`config.mk`:
```
export PLATFORM = sky130hd
export DESIGN_NAME = cpu_control_fsm
export DESIGN_NICKNAME = d
export VERILOG_FILES = /design/src/rtl/cpu_control_fsm.sv
export SDC_FILE = /design/constraint.sdc
export NUM_CORES = 1
export LEC_CHECK = 0
export BUFFER_PORTS_ARGS = -buffer_cell sky130_fd_sc_hd__buf_2
export CAP_MARGIN = 10
export CORE_ASPECT_RATIO = 1.1
export CORE_MARGIN = 10
export CORE_UTILIZATION = 35
export CTS_CLUSTER_DIAMETER = 40
export DETAILED_ROUTE_END_ITERATION = 10
export PLACE_DENSITY = 0.76
export SYNTH_ARGS = -nofsm -noshare
export SYNTH_HDL_FRONTEND = slang
export SYNTH_SLANG_ARGS = --single-unit
```
`constraint.sdc`:
```
create_clock -name clk -period 6.1 [get_ports clk]
set_clock_uncertainty 0.05 [all_clocks]
set_input_delay 0.305 -clock clk [delete_from_list [all_inputs] [get_ports clk]]
set_output_delay 0.305 -clock clk [all_outputs]
set_load 0.02 [all_outputs]
```
`src/rtl/cpu_control_fsm.sv`:
```
// cpu_control_fsm: multi-cycle fetch/decode/read/exec/writeback sequencer for a small MIPS subset.
// Define CTRL_ILLEGAL_TRAP_EN to halt on unlisted opcodes instead of retiring them as NOPs.
module cpu_control_fsm #(
    parameter int FETCH_TIMEOUT = 15
) (
    input  logic        clk,
    input  logic        reset,
    output logic        imem_req,
    input  logic        imem_ack,
    input  logic [31:0] imem_rdata,
    input  logic [31:0] pc,
    output logic        pc_en,
    output logic        pc_jmp,
    output logic [31:0] pc_target,
    output logic [4:0]  rf_selA,
    output logic [4:0]  rf_selB,
    output logic [4:0]  rf_selW,
    output logic        rf_we,
    output logic [31:0] rf_inW,
    input  logic [31:0] rf_outA,
    input  logic [31:0] rf_outB,
    output logic [3:0]  alu_funct,
    output logic [31:0] alu_b,
    input  logic [31:0] alu_out,
    output logic [2:0]  state,
    output logic        halted,
    output logic        retired
);
    typedef enum logic [2:0] {
        FETCH  = 3'd0,
        DECODE = 3'd1,
        READ   = 3'd2,
        EXEC   = 3'd3,
        WB     = 3'd4,
        HALT   = 3'd6
    } state_t;
`ifdef CTRL_ILLEGAL_TRAP_EN
    localparam bit TRAP = 1'b1;
`else
    localparam bit TRAP = 1'b0;
`endif
    localparam int CW = $clog2(FETCH_TIMEOUT + 1);
    state_t cur, nxt;
    logic [31:0] instr, imm_sx, pc_plus4;
    logic [CW-1:0] cnt;
    logic [5:0] op, fn;
    logic [4:0] rd;
    logic is_r, is_addiu, is_beq, is_j, legal, wr, in_ex, in_wb, taken;
    logic unused_ok;
    assign unused_ok = ^rf_outA;
    always_ff @(posedge clk or negedge reset) begin
        if (!reset) begin
            cur   <= FETCH;
            instr <= '0;
            cnt   <= '0;
        end else begin
            cur <= nxt;
            if (cur == FETCH && imem_ack) instr <= imem_rdata;
            cnt <= (cur == FETCH && !imem_ack) ? cnt + 1'b1 : '0;
        end
    end
    always_comb begin
        nxt = cur;
        case (cur)
            FETCH:   nxt = imem_ack ? DECODE : (cnt == CW'(FETCH_TIMEOUT - 1)) ? HALT : FETCH;
            DECODE:  nxt = (TRAP && !legal) ? HALT : READ;
            READ:    nxt = EXEC;
            EXEC:    nxt = WB;
            WB:      nxt = FETCH;
            default: nxt = HALT;
        endcase
    end
    assign op       = instr[31:26];
    assign fn       = instr[5:0];
    assign is_r     = op == 6'h00 && (fn == 6'h21 || fn == 6'h23 || fn == 6'h24);
    assign is_addiu = op == 6'h09;
    assign is_beq   = op == 6'h04;
    assign is_j     = op == 6'h02;
    assign legal    = is_r || is_addiu || is_beq || is_j;
    assign wr       = is_r || is_addiu;
    assign rd       = is_r ? instr[15:11] : instr[20:16];
    assign imm_sx   = {{16{instr[15]}}, instr[15:0]};
    assign pc_plus4 = pc + 32'd4;
    assign in_ex    = cur == EXEC || cur == WB;
    assign in_wb    = cur == WB;
    assign taken    = is_j || (is_beq && alu_out == 32'd0);
    // imem_req is gated by reset so it stays low while reset is held even though state reads FETCH
    assign imem_req  = cur == FETCH && reset;
    assign state     = cur;
    assign halted    = cur == HALT;
    assign rf_selA   = instr[25:21];
    assign rf_selB   = instr[20:16];
    assign alu_funct = !in_ex ? 4'd0 : is_r ? (fn == 6'h21 ? 4'd1 : fn == 6'h23 ? 4'd2 : 4'd3) :
                       is_addiu ? 4'd1 : is_beq ? 4'd2 : 4'd0;
    assign alu_b     = !in_ex ? 32'd0 : is_addiu ? imm_sx : (is_r || is_beq) ? rf_outB : 32'd0;
    assign retired   = in_wb;
    assign pc_en     = in_wb;
    assign rf_we     = in_wb && wr && rd != 5'd0;
    assign rf_selW   = (in_wb && wr) ? rd : 5'd0;
    assign rf_inW    = (in_wb && wr) ? alu_out : 32'd0;
    assign pc_jmp    = in_wb && taken;
    assign pc_target = !pc_jmp ? 32'd0 : is_j ? {pc_plus4[31:28], instr[25:0], 2'b00} :
                       pc_plus4 + {imm_sx[29:0], 2'b00};
endmodule

```
==> reports/metrics.yaml, run 1 <==
run_status:
  run_status: "completed"
detailed_routing:
  drc: 0
  routed_wl_mm: 19.2
  drtIter0Drc: 287
  avgRoutedWirePerCell_um: 17.3
  first_pass_iters: 5
  dr_total_vias: 5886
  postRouteAntennaNets: 0
  viasPerCell: 5.30
layout:
  mostFrequentLayoutCell: "buf_2"
  fin_nets: 1120
  seqCellArea_um2: 976
  multi_input_comb_area_um2: 3930
  layout_common_cells: "buf_2, nor2_1, nand2_1"
  fillCellCount: 1501
  syn_to_final_growth_pct: 28.2
  drive_gt1_share_pct: 34.0
synthesis:
  yosysWarnings: 0
  synth.distinct_cells: 66
  avgSynthCellArea_um2: 7.53
  async_flop_share_pct: 100
  ys_ff_latch: 39
  syn_inst: 696
  synth_area_um2: 5240
  synth_edf_count: 0
  synth_flop_cell: "dfrtp_1"
  synth_seq_area_share_pct: 18.6
worst_setup_path:
  reg2reg_to: "instr[21]"
  cp.required_ns: 5.74
  crit_type: "in -> out"
  startpoint_type: "primary input"
  reg2reg_slack_ns: 4.21
  crit_chain: "buf_2, and4_1, and2_1, nand2_1, nor4_1, nand2_1, xnor2_1, ha_1, nand3_1, nor4_1, o211ai_1, nand3_1, a21oi_1, xnor2_1, a21oi_1, nor3b_1, buf_2"
  end_kind: "output port"
  r2r_start: "state[2]"
  cp.arrival_ns: 4.25
  rr_worst_depth: 4
  slowest_stage: "nor4_1"
  max_stage_delay_ns: 0.60
  path_max_fanout: 6
timing:
  post-route-period-util_pct: 75.5
  whs_ns: 0.0397
  worstMarginPinSlew_ns: 1.15
  setup-tns-final_ns: 0
  slew_headroom_pct: 23.2
  hold_violations: 0
  finalMaxSlewViolations: 0
  finalSetupViolCount: 0
  fin_crit_ns: 4.61
  max_freq_ghz: 0.217
  rsz0062_at_grt: "no"
grt:
  antenna_found_initial: 1
  grt_max_degree: 41
  track_usage_pct: 17.6
  first_global_vias: 5602
  overflow: 0
  grt_pass1_wl_mm: 29.1
placed_design:
  gp_congestion: 0.926
  dp_hpwl_mm: 16.1
  portBuffers: 252
floorplan:
  dieArea_um2: 20300
  rows: 46
  io_pins: 287
  die_h_um: 148
  core_um2: 14600
  die_w_um: 137
  start_util_pct: 36.0
clock_network:
  cts_tree: "done"
  cts_root_buf: "clkbuf_16"
  htreeDepth: 2
  cts_made_buffers: 5
  path_clk_slew_ns: 0.06
  clock_sinks: 39
  cts_resized: 0
  cts_hold_buf: 0
  worstSkewPairLatency_ns: 0.28
  post_cts_buffers: 0
  clockBufferDepth: 2
power_and_ir_drop:
  power.density_nw_per_um2: 114
  leakagePower_nw: 3.40
  finalPower_mw: 0.765
  vdd_ir_drop_max_mv: 0.159
run:
  drv_cap: 0
hold_path:
  min_path_type: "in -> async"
==> cells by family (layout without fill, tap and decap cells) <==
family / after synthesis / in the layout / synth area share [%]
flops: 39 / 39 / 18.6
compound gates: 168 / 168 / 20.0
simple gates: 299 / 299 / 29.1
fa+ha+maj: 40 / 40 / 9.69
mux: 39 / 39 / 8.16
xor+xnor: 47 / 47 / 7.85
buf+inv: 63 / 284 / 6.42
other cells: 1 / 3 / 0.0715
==> layout make-up <==
type | instances | area share [%]
multi-input cells | 595 | 58.5
repair buffers | 258 | 19.5
flip-flops and latches | 39 | 14.5
well taps | 192 | 3.57
clock buffers | 6 | 1.92
inverters | 18 | 1.01
clock inverters | 2 | 0.894
diodes | 1 | 0.0372
==> metrics by stage <==
stage	setup slack, ns	instance area (µm²)	util, %	std cells
finish	1.49	6720	46.2	1111
global route	1.12	6720	46.2	1111
CTS	1.61	6700	46.0	1108
detailed placement	1.64	6510	44.7	1100
global placement	1.73	6510	44.7	1100
floorplan	2.37	5250	-	697
==> critical path: cells and delay by family <==
kind / cells / cell delay (ns)
xor+xnor: 2 / 0.36
buf+inv: 2 / 0.30
compound gates: 3 / 0.41
fa+ha+maj: 1 / 0.40
simple gates: 9 / 2.49
==> synthesized netlist by cell type, types with 2 or more instances <==
cell / n / area (µm²)
nor2_1: 76 / 285
nand2_1: 70 / 263
a21oi_1: 68 / 340
and2_1: 41 / 257
dfrtp_1: 39 / 976
ha_1: 39 / 488
xnor2_1: 33 / 289
mux2_2: 30 / 338
o21ai_0: 28 / 140
nand3_1: 25 / 125
clkbuf_1: 19 / 71.3
inv_1: 18 / 67.6
a22oi_1: 17 / 128
buf_4: 16 / 120
xor2_1: 14 / 123
a21o_1: 13 / 97.6
nand4_1: 13 / 81.3
nor4_1: 12 / 75.1
nor3_1: 11 / 55.1
and3_1: 10 / 62.6
mux2i_1: 9 / 90.1
o21bai_1: 7 / 52.6
a211oi_1: 6 / 45.0
nand2b_1: 6 / 37.5
nor3b_1: 6 / 45.0
o21ai_1: 6 / 30.0
and4_1: 5 / 43.8
clkbuf_2: 5 / 25.0
nor2b_1: 4 / 25.0
a21boi_0: 3 / 22.5
buf_6: 3 / 33.8
and3b_1: 2 / 17.5
nor2_2: 2 / 12.5
nor4b_1: 2 / 17.5
o211ai_1: 2 / 15.0
o22ai_1: 2 / 12.5
o31ai_1: 2 / 15.0
or3_1: 2 / 12.5
or3_2: 2 / 15.0
or4_1: 2 / 15.0
==> where the power goes <==
group          switching (mW)  internal (mW)
clock                   0.102          0.235
sequential                  0          0.259
combinational          0.0913         0.0787
total                   0.193          0.572
==> per-layer routing <==
| metal | track usage [%] | vias to the layer above | wire length, µm |
|---|---|---|---|
| met5 | 0 | - | 0 |
| met4 | 3.14 | 0 | 248 |
| met3 | 4.92 | 14 | 1810 |
| met2 | 30.4 | 214 | 9300 |
| met1 | 21.3 | 2749 | 7850 |
| li1 | - | 2909 | - |
==> how the worst max path moves through the flow <==
stage	from	to	slack (ns)	cells past startpoint
CTS	pc[4]	pc_target[31]	1.61	17
global route	pc[4]	pc_target[31]	1.12	17
detailed placement	pc[4]	pc_target[31]	1.64	17
floorplan	pc[5]	pc_target[31]	2.37	15
global placement	pc[4]	pc_target[31]	1.73	17
finish	pc[4]	pc_target[31]	1.49	17
==> sequential cells by signal (all words and copies together) (netlist names) <==
name,count
state,3
cnt,4
instr,32
(Power assumes the default switching activity.)
==> inputs of run 2 (changes only) <==
- PLACE_DENSITY: 0.76 -> 0.79
- clock period: 6.1 -> 4.1 ns (I/O delays scaled with it)
==> run 2 against run 1 <==
Combinational power grew 52%; largest cell class unchanged; routed wire length grew 2.0%; first-iteration DRC count shrank 0.70%; critical endpoint unchanged.
==> reports/metrics.yaml, run 2 (synthesized netlist as in run 1, its figures left out) <==
worst_setup_path:
  crit_type: "in -> out"  # unchanged
  cp.arrival_ns: 3.59  # was 4.25 ns
  end_kind: "output port"  # unchanged
  startpoint_type: "primary input"  # unchanged
  path_max_fanout: 6  # unchanged
  cp.required_ns: 3.85  # was 5.74 ns
  rr_worst_depth: 4  # unchanged
timing:
  max_freq_ghz: 0.260
  fin_ws_ns: 0.260  # was 1.49 ns
  setup-tns-final_ns: 0  # unchanged
  finalSetupViolCount: 0  # unchanged
  finalMaxSlewViolations: 0  # unchanged
  post-route-period-util_pct: 93.7
  slew_headroom_pct: 35.1  # was 23.2%
  worstMarginPinSlew_ns: 0.973  # was 1.15 ns
  whs_ns: 0.0795  # was 0.0397 ns
  fin_crit_ns: 3.84
  rsz0062_at_grt: "no"  # unchanged
  hold_violations: 0  # unchanged
layout:
  fin_cells: 1120  # was 1111
  fin_nets: 1129  # was 1120
  mostFrequentLayoutCell: "buf_2"  # unchanged
  largest_reg_flops: 32  # unchanged
  layout_common_cells: "buf_2, nor2_1, nand2_1"  # unchanged
  syn_to_final_growth_pct: 29.5  # was 28.2%
  regMostFlops: "instr"  # unchanged
  drive_gt1_share_pct: 35.1  # was 34.0%
  final_area_um2: 6790  # was 6720 µm²
  final_core_util_pct: 46.6  # was 46.2%
floorplan:
  core_um2: 14600  # unchanged
  die_h_um: 148  # unchanged
  die_w_um: 137  # unchanged
  io_pins: 287  # unchanged
  dieArea_um2: 20300  # unchanged
  rows: 46  # unchanged
  start_util_pct: 36.0  # unchanged
placed_design:
  gp_congestion: 0.939  # was 0.926
  place_area_um2: 6580  # was 6510 µm²
  dp_hpwl_mm: 16.5  # was 16.1 mm
  place_inst: 1109  # was 1100
  place_ws_ns: 0.263  # was 1.64 ns
  portBuffers: 252  # unchanged
power_and_ir_drop:
  finalPower_mw: 1.09  # was 0.765 mW
  power.density_nw_per_um2: 161  # was 114 nW/µm²
  leakagePower_nw: 3.44  # was 3.40 nW
  vdd_ir_drop_max_mv: 0.153  # was 0.159 mV
grt:
  first_global_vias: 5810  # was 5602
  antenna_found_initial: 2  # was 1
  overflow: 0  # unchanged
  track_usage_pct: 18.0  # was 17.6%
  grt_pass1_wl_mm: 29.8  # was 29.1 mm
  grt_max_degree: 41  # unchanged
run_status:
  run_status: "completed"  # unchanged
hold_path:
  min_path_type: "in -> reg"  # was in -> async
  holdPathStages: 3
clock_network:
  htreeDepth: 2  # unchanged
  post_cts_buffers: 0  # unchanged
  worstSkewPairLatency_ns: 0.28  # about the same
  cts_made_buffers: 5  # unchanged
  cts_tree: "done"  # unchanged
  clock_sinks: 39  # unchanged
  cts_root_buf: "clkbuf_16"  # unchanged
  clockBufferDepth: 2  # unchanged
  path_clk_slew_ns: 0.06  # about the same
detailed_routing:
  postRouteAntennaNets: 0  # unchanged
  avgRoutedWirePerCell_um: 17.5  # was 17.3 µm
  drtIter0Drc: 285  # was 287
  viasPerCell: 5.28  # was 5.30
  routed_wl_mm: 19.6  # was 19.2 mm
  dr_total_vias: 5910  # was 5886
  drc: 0  # unchanged
  first_pass_iters: 4  # was 5
run:
  drv_cap: 0  # unchanged
-- run 2: cell count changes in the layout (fill, tap and decap cells not counted) --
cell and change:
buf_8 -1, clkinv_4 +1, nor4_1 -1, buf_4 +9
bufinv_16 -1, dlygate4sd3_1 +1, o31ai_2 +1, nor4_4 +1
o31ai_1 -1, ha_1 -2, ha_2 +2, clkbuf_1 -1
clkinv_2 +1
-- run 2: worst paths after layout --
check | startpoint | end | slack [ns]
max | pc[4] | pc_target[31] | 0.26
min | imem_rdata[1] | instr[1] | 0.08
max reg2reg | state[2] | instr[30] | 1.84
min reg2reg | cnt[0] | cnt[0] | 0.44
max in group asynchronous | reset | instr[21] | 3.14
min in group asynchronous | reset | instr[2] | 0.48
-- run 2: final cells by class --
| cell class | instances | area (µm²) |
|---|---|---|
| clock buffer | 5 | 125 |
| fill | 1445 | 7770 |
| multi-input combinational | 595 | 3960 |
| inverter | 18 | 67.6 |
| sequential | 39 | 976 |
| timing repair buffer | 267 | 1380 |
| tap | 192 | 240 |
| clock inverter | 3 | 43.8 |
| antenna | 1 | 2.50 |
-- run 2: metal layers --
metal	GRT usage (%)	up-vias	wire [µm]	part of all wire, %
li1	-	2936	-	-
met3	6.03	22	2010	10
met1	20.7	2716	7720	39
met5	0	-	13	0.066
met4	3.41	2	232	1.2
met2	31.7	234	9610	49
-- run 2: timing repair --
action                                 4_1_cts  5_1_grt
setup endpoints to repair                    0        2
endpoints found under the hold margin       39        0
resized for setup                            0        5
hold buffers                                 1        0
-- run 2: report_power, final --
part           switching (mW)  internal, mW  total [mW]
registers                   0         0.385       0.385
logic                   0.139         0.119       0.258
clock network           0.161         0.287       0.448
-- run 2: worst max-delay path, stage by stage --
cell and delay (ns):
buf_2 0.11, and4_1 0.24, and2_1 0.20, nand2_1 0.13, nor4_1 0.20, buf_4 0.18
nand4_1 0.11, xnor2_1 0.14, ha_1 0.39, nand3_1 0.18, nor4_4 0.28, o211ai_1 0.16
nand3_1 0.22, a21oi_1 0.12, xnor2_1 0.20, a21oi_1 0.10, nor3b_1 0.20, buf_2 0.20
==> inputs of run 3 (changes only) <==
--- a/constraint.sdc
+++ b/constraint.sdc
@@ -4,2 +4,2 @@
 set_output_delay 0.205 -clock clk [all_outputs]
-set_load 0.02 [all_outputs]
+set_load 0.01 [all_outputs]
==> run 3 against run 2 <==
Largest power group unchanged; combinational power is essentially flat; count of clock-buffer cells in the layout grew 1; die area is the same; critical path depth is the same; highest routed layer unchanged; worst setup slack gained 0.078 ns.
==> reports/metrics.yaml, run 3 (synthesized netlist as in run 1, its figures left out) <==
timing:
  max_freq_ghz: 0.266  # was 0.260 GHz
  worstMarginPinSlew_ns: 1.11  # was 0.973 ns
  setup-tns-final_ns: 0  # unchanged
  hold_violations: 0  # unchanged
  fin_crit_ns: 3.76  # was 3.84 ns
  post-route-period-util_pct: 91.8  # was 93.7%
  slew_headroom_pct: 26.0  # was 35.1%
  finalMaxSlewViolations: 0  # unchanged
  finalSetupViolCount: 0  # unchanged
  rsz0062_at_grt: "no"  # unchanged
grt:
  grt_util_met1_pct: 21.8  # was 20.7%
  track_usage_pct: 18.5  # was 18.0%
  first_global_vias: 5937  # was 5810
  use_met2_pct: 32.3  # was 31.7%
  grt_pass1_wl_mm: 30.5  # was 29.8 mm
  use_met3_pct: 5.29  # was 6.03%
  antenna_found_initial: 3  # was 2
  gr-max-usage-layer: "met2"  # unchanged
  overflow: 0  # unchanged
  grt_max_degree: 41  # unchanged
layout:
  layout_common_cells: "buf_2, nor2_1, nand2_1"  # unchanged
  largest_reg_flops: 32  # unchanged
  mostFrequentLayoutCell: "buf_2"  # unchanged
  fin_nets: 1127  # was 1129
  drive_gt1_share_pct: 34.8  # was 35.1%
  regMostFlops: "instr"  # unchanged
  fillCellCount: 1491  # was 1445
  syn_to_final_growth_pct: 29.6  # was 29.5%
power_and_ir_drop:
  p_sw_share_pct: 25.4  # was 27.5%
  p_int_mw: 0.853  # was 0.791 mW
  vdd_ir_drop_max_mv: 0.178  # was 0.153 mV
  p_sw_mw: 0.290  # was 0.300 mW
  combPwrFrac_pct: 22.5  # was 23.6%
  leakagePower_nw: 3.44  # about the same
  p_clk_share_pct: 43.8  # was 41.1%
  p_seq_share_pct: 33.7  # was 35.3%
  power.density_nw_per_um2: 168  # was 161 nW/µm²
  finalPower_mw: 1.14  # was 1.09 mW
detailed_routing:
  drc: 0  # unchanged
  first_pass_iters: 5  # was 4
  avgRoutedWirePerCell_um: 17.8  # was 17.5 µm
  drtIter0Drc: 310  # was 285
  postRouteAntennaNets: 0  # unchanged
  routed_wl_mm: 19.9  # was 19.6 mm
  viasPerCell: 5.34  # was 5.28
  dr_total_vias: 5971  # was 5910
placed_design:
  gp_congestion: 0.923  # was 0.939
  portBuffers: 252  # unchanged
  dp_hpwl_mm: 16.6  # was 16.5 mm
worst_setup_path:
  r2r_start: "state[2]"  # unchanged
  rr_worst_depth: 4  # unchanged
  path_max_fanout: 8  # was 6
  cp.arrival_ns: 3.51  # was 3.59 ns
  reg2reg_to: "instr[28]"  # was instr[30]
  end_kind: "output port"  # unchanged
  cp.required_ns: 3.85  # about the same
  reg2reg_slack_ns: 1.80  # was 1.84 ns
  startpoint_type: "primary input"  # unchanged
  crit_type: "in -> out"  # unchanged
hold_path:
  min_path_type: "in -> reg"  # unchanged
  holdPathStages: 3  # unchanged
  worstHoldStart: "imem_rdata[15]"  # was imem_rdata[1]
  hold_end: "instr[15]"  # was instr[1]
clock_network:
  worstSkewPairLatency_ns: 0.28  # about the same
  cts_made_buffers: 5  # unchanged
  clock_sinks: 39  # unchanged
  path_clk_slew_ns: 0.06  # about the same
  post_cts_buffers: 0  # unchanged
  htreeDepth: 2  # unchanged
  cts_tree: "done"  # unchanged
  cts_root_buf: "clkbuf_16"  # unchanged
  clockBufferDepth: 2  # unchanged
floorplan:
  die_h_um: 148  # unchanged
  io_pins: 287  # unchanged
  rows: 46  # unchanged
  die_w_um: 137  # unchanged
  dieArea_um2: 20300  # unchanged
  start_util_pct: 36.0  # unchanged
  core_um2: 14600  # unchanged
run_status:
  run_status: "completed"  # unchanged
run:
  drv_cap: 0  # unchanged
-- run 3: worst max path at each step --
stage | startpoint | end | slack (ns) | depth (start not counted)
finish | pc[4] | pc_target[31] | 0.34 | 18
global route | pc[4] | pc_target[31] | 0.02 | 18
CTS | pc[4] | pc_target[31] | 0.32 | 18
detailed placement | pc[4] | pc_target[31] | 0.33 | 18
global placement | pc[4] | pc_target[31] | 0.35 | 18
floorplan | pc[5] | pc_target[31] | 0.78 | 15
-- run 3: cell type report --
class	count	area (µm²)	share of cell area [%]
antenna	2	5.00	0.0737
clock buffer	6	129	1.90
clock inverter	2	60.1	0.884
inverter	18	67.6	0.995
multi-input combinational	595	3950	58.2
sequential	39	976	14.4
tap	192	240	3.54
timing repair buffer	265	1360	20.0
-- run 3: power by group through the flow --
stage          logic, mW  clock network, mW  registers (mW)
6_report           0.257              0.501           0.385
5_1_grt            0.288              0.533           0.385
4_1_cts            0.254              0.515           0.385
3_5_place_dp       0.251                  0           0.392
3_3_place_gp       0.247                  0           0.392
2_1_floorplan      0.140                  0           0.392
-- run 3: worst max-delay path, stage by stage --
cell	delay (ns)
buf_2	0.11
and4_1	0.24
and2_1	0.20
nand2_1	0.14
nor4_1	0.20
buf_4	0.18
nand3_1	0.09
xnor2_1	0.14
ha_1	0.43
nand3_1	0.19
nor4_2	0.30
o211ai_1	0.17
nand3_2	0.16
a21oi_1	0.10
xnor2_1	0.19
a21oi_1	0.09
nor3b_1	0.20
buf_2	0.16
-- run 3: what timing repair did --
item / in CTS / in global routing
setup endpoints to repair: 0 / 1
endpoints found under the hold margin: 39 / 0
gates resized for setup: 0 / 4
hold buffers: 1 / 0
-- run 3: per-stage QoR --
step	instances	util, %	area [µm²]	hold WS, ns	worst slack (ns)
2_1_floorplan	697	-	5250	-0.141	0.781
3_3_place_gp	1108	45.1	6570	0.249	0.354
3_5_place_dp	1108	45.1	6570	0.260	0.335
4_1_cts	1117	46.5	6770	0.0705	0.315
5_1_grt	1119	46.6	6790	0.0887	0.0157
6_report	1119	46.6	6790	0.0796	0.337
-- run 3: per-layer routing --
metal  vias up  wire, µm
met5         -        13
met4         2       303
met3        28      1820
met2       246      9720
met1      2761      8070
li1       2934         -
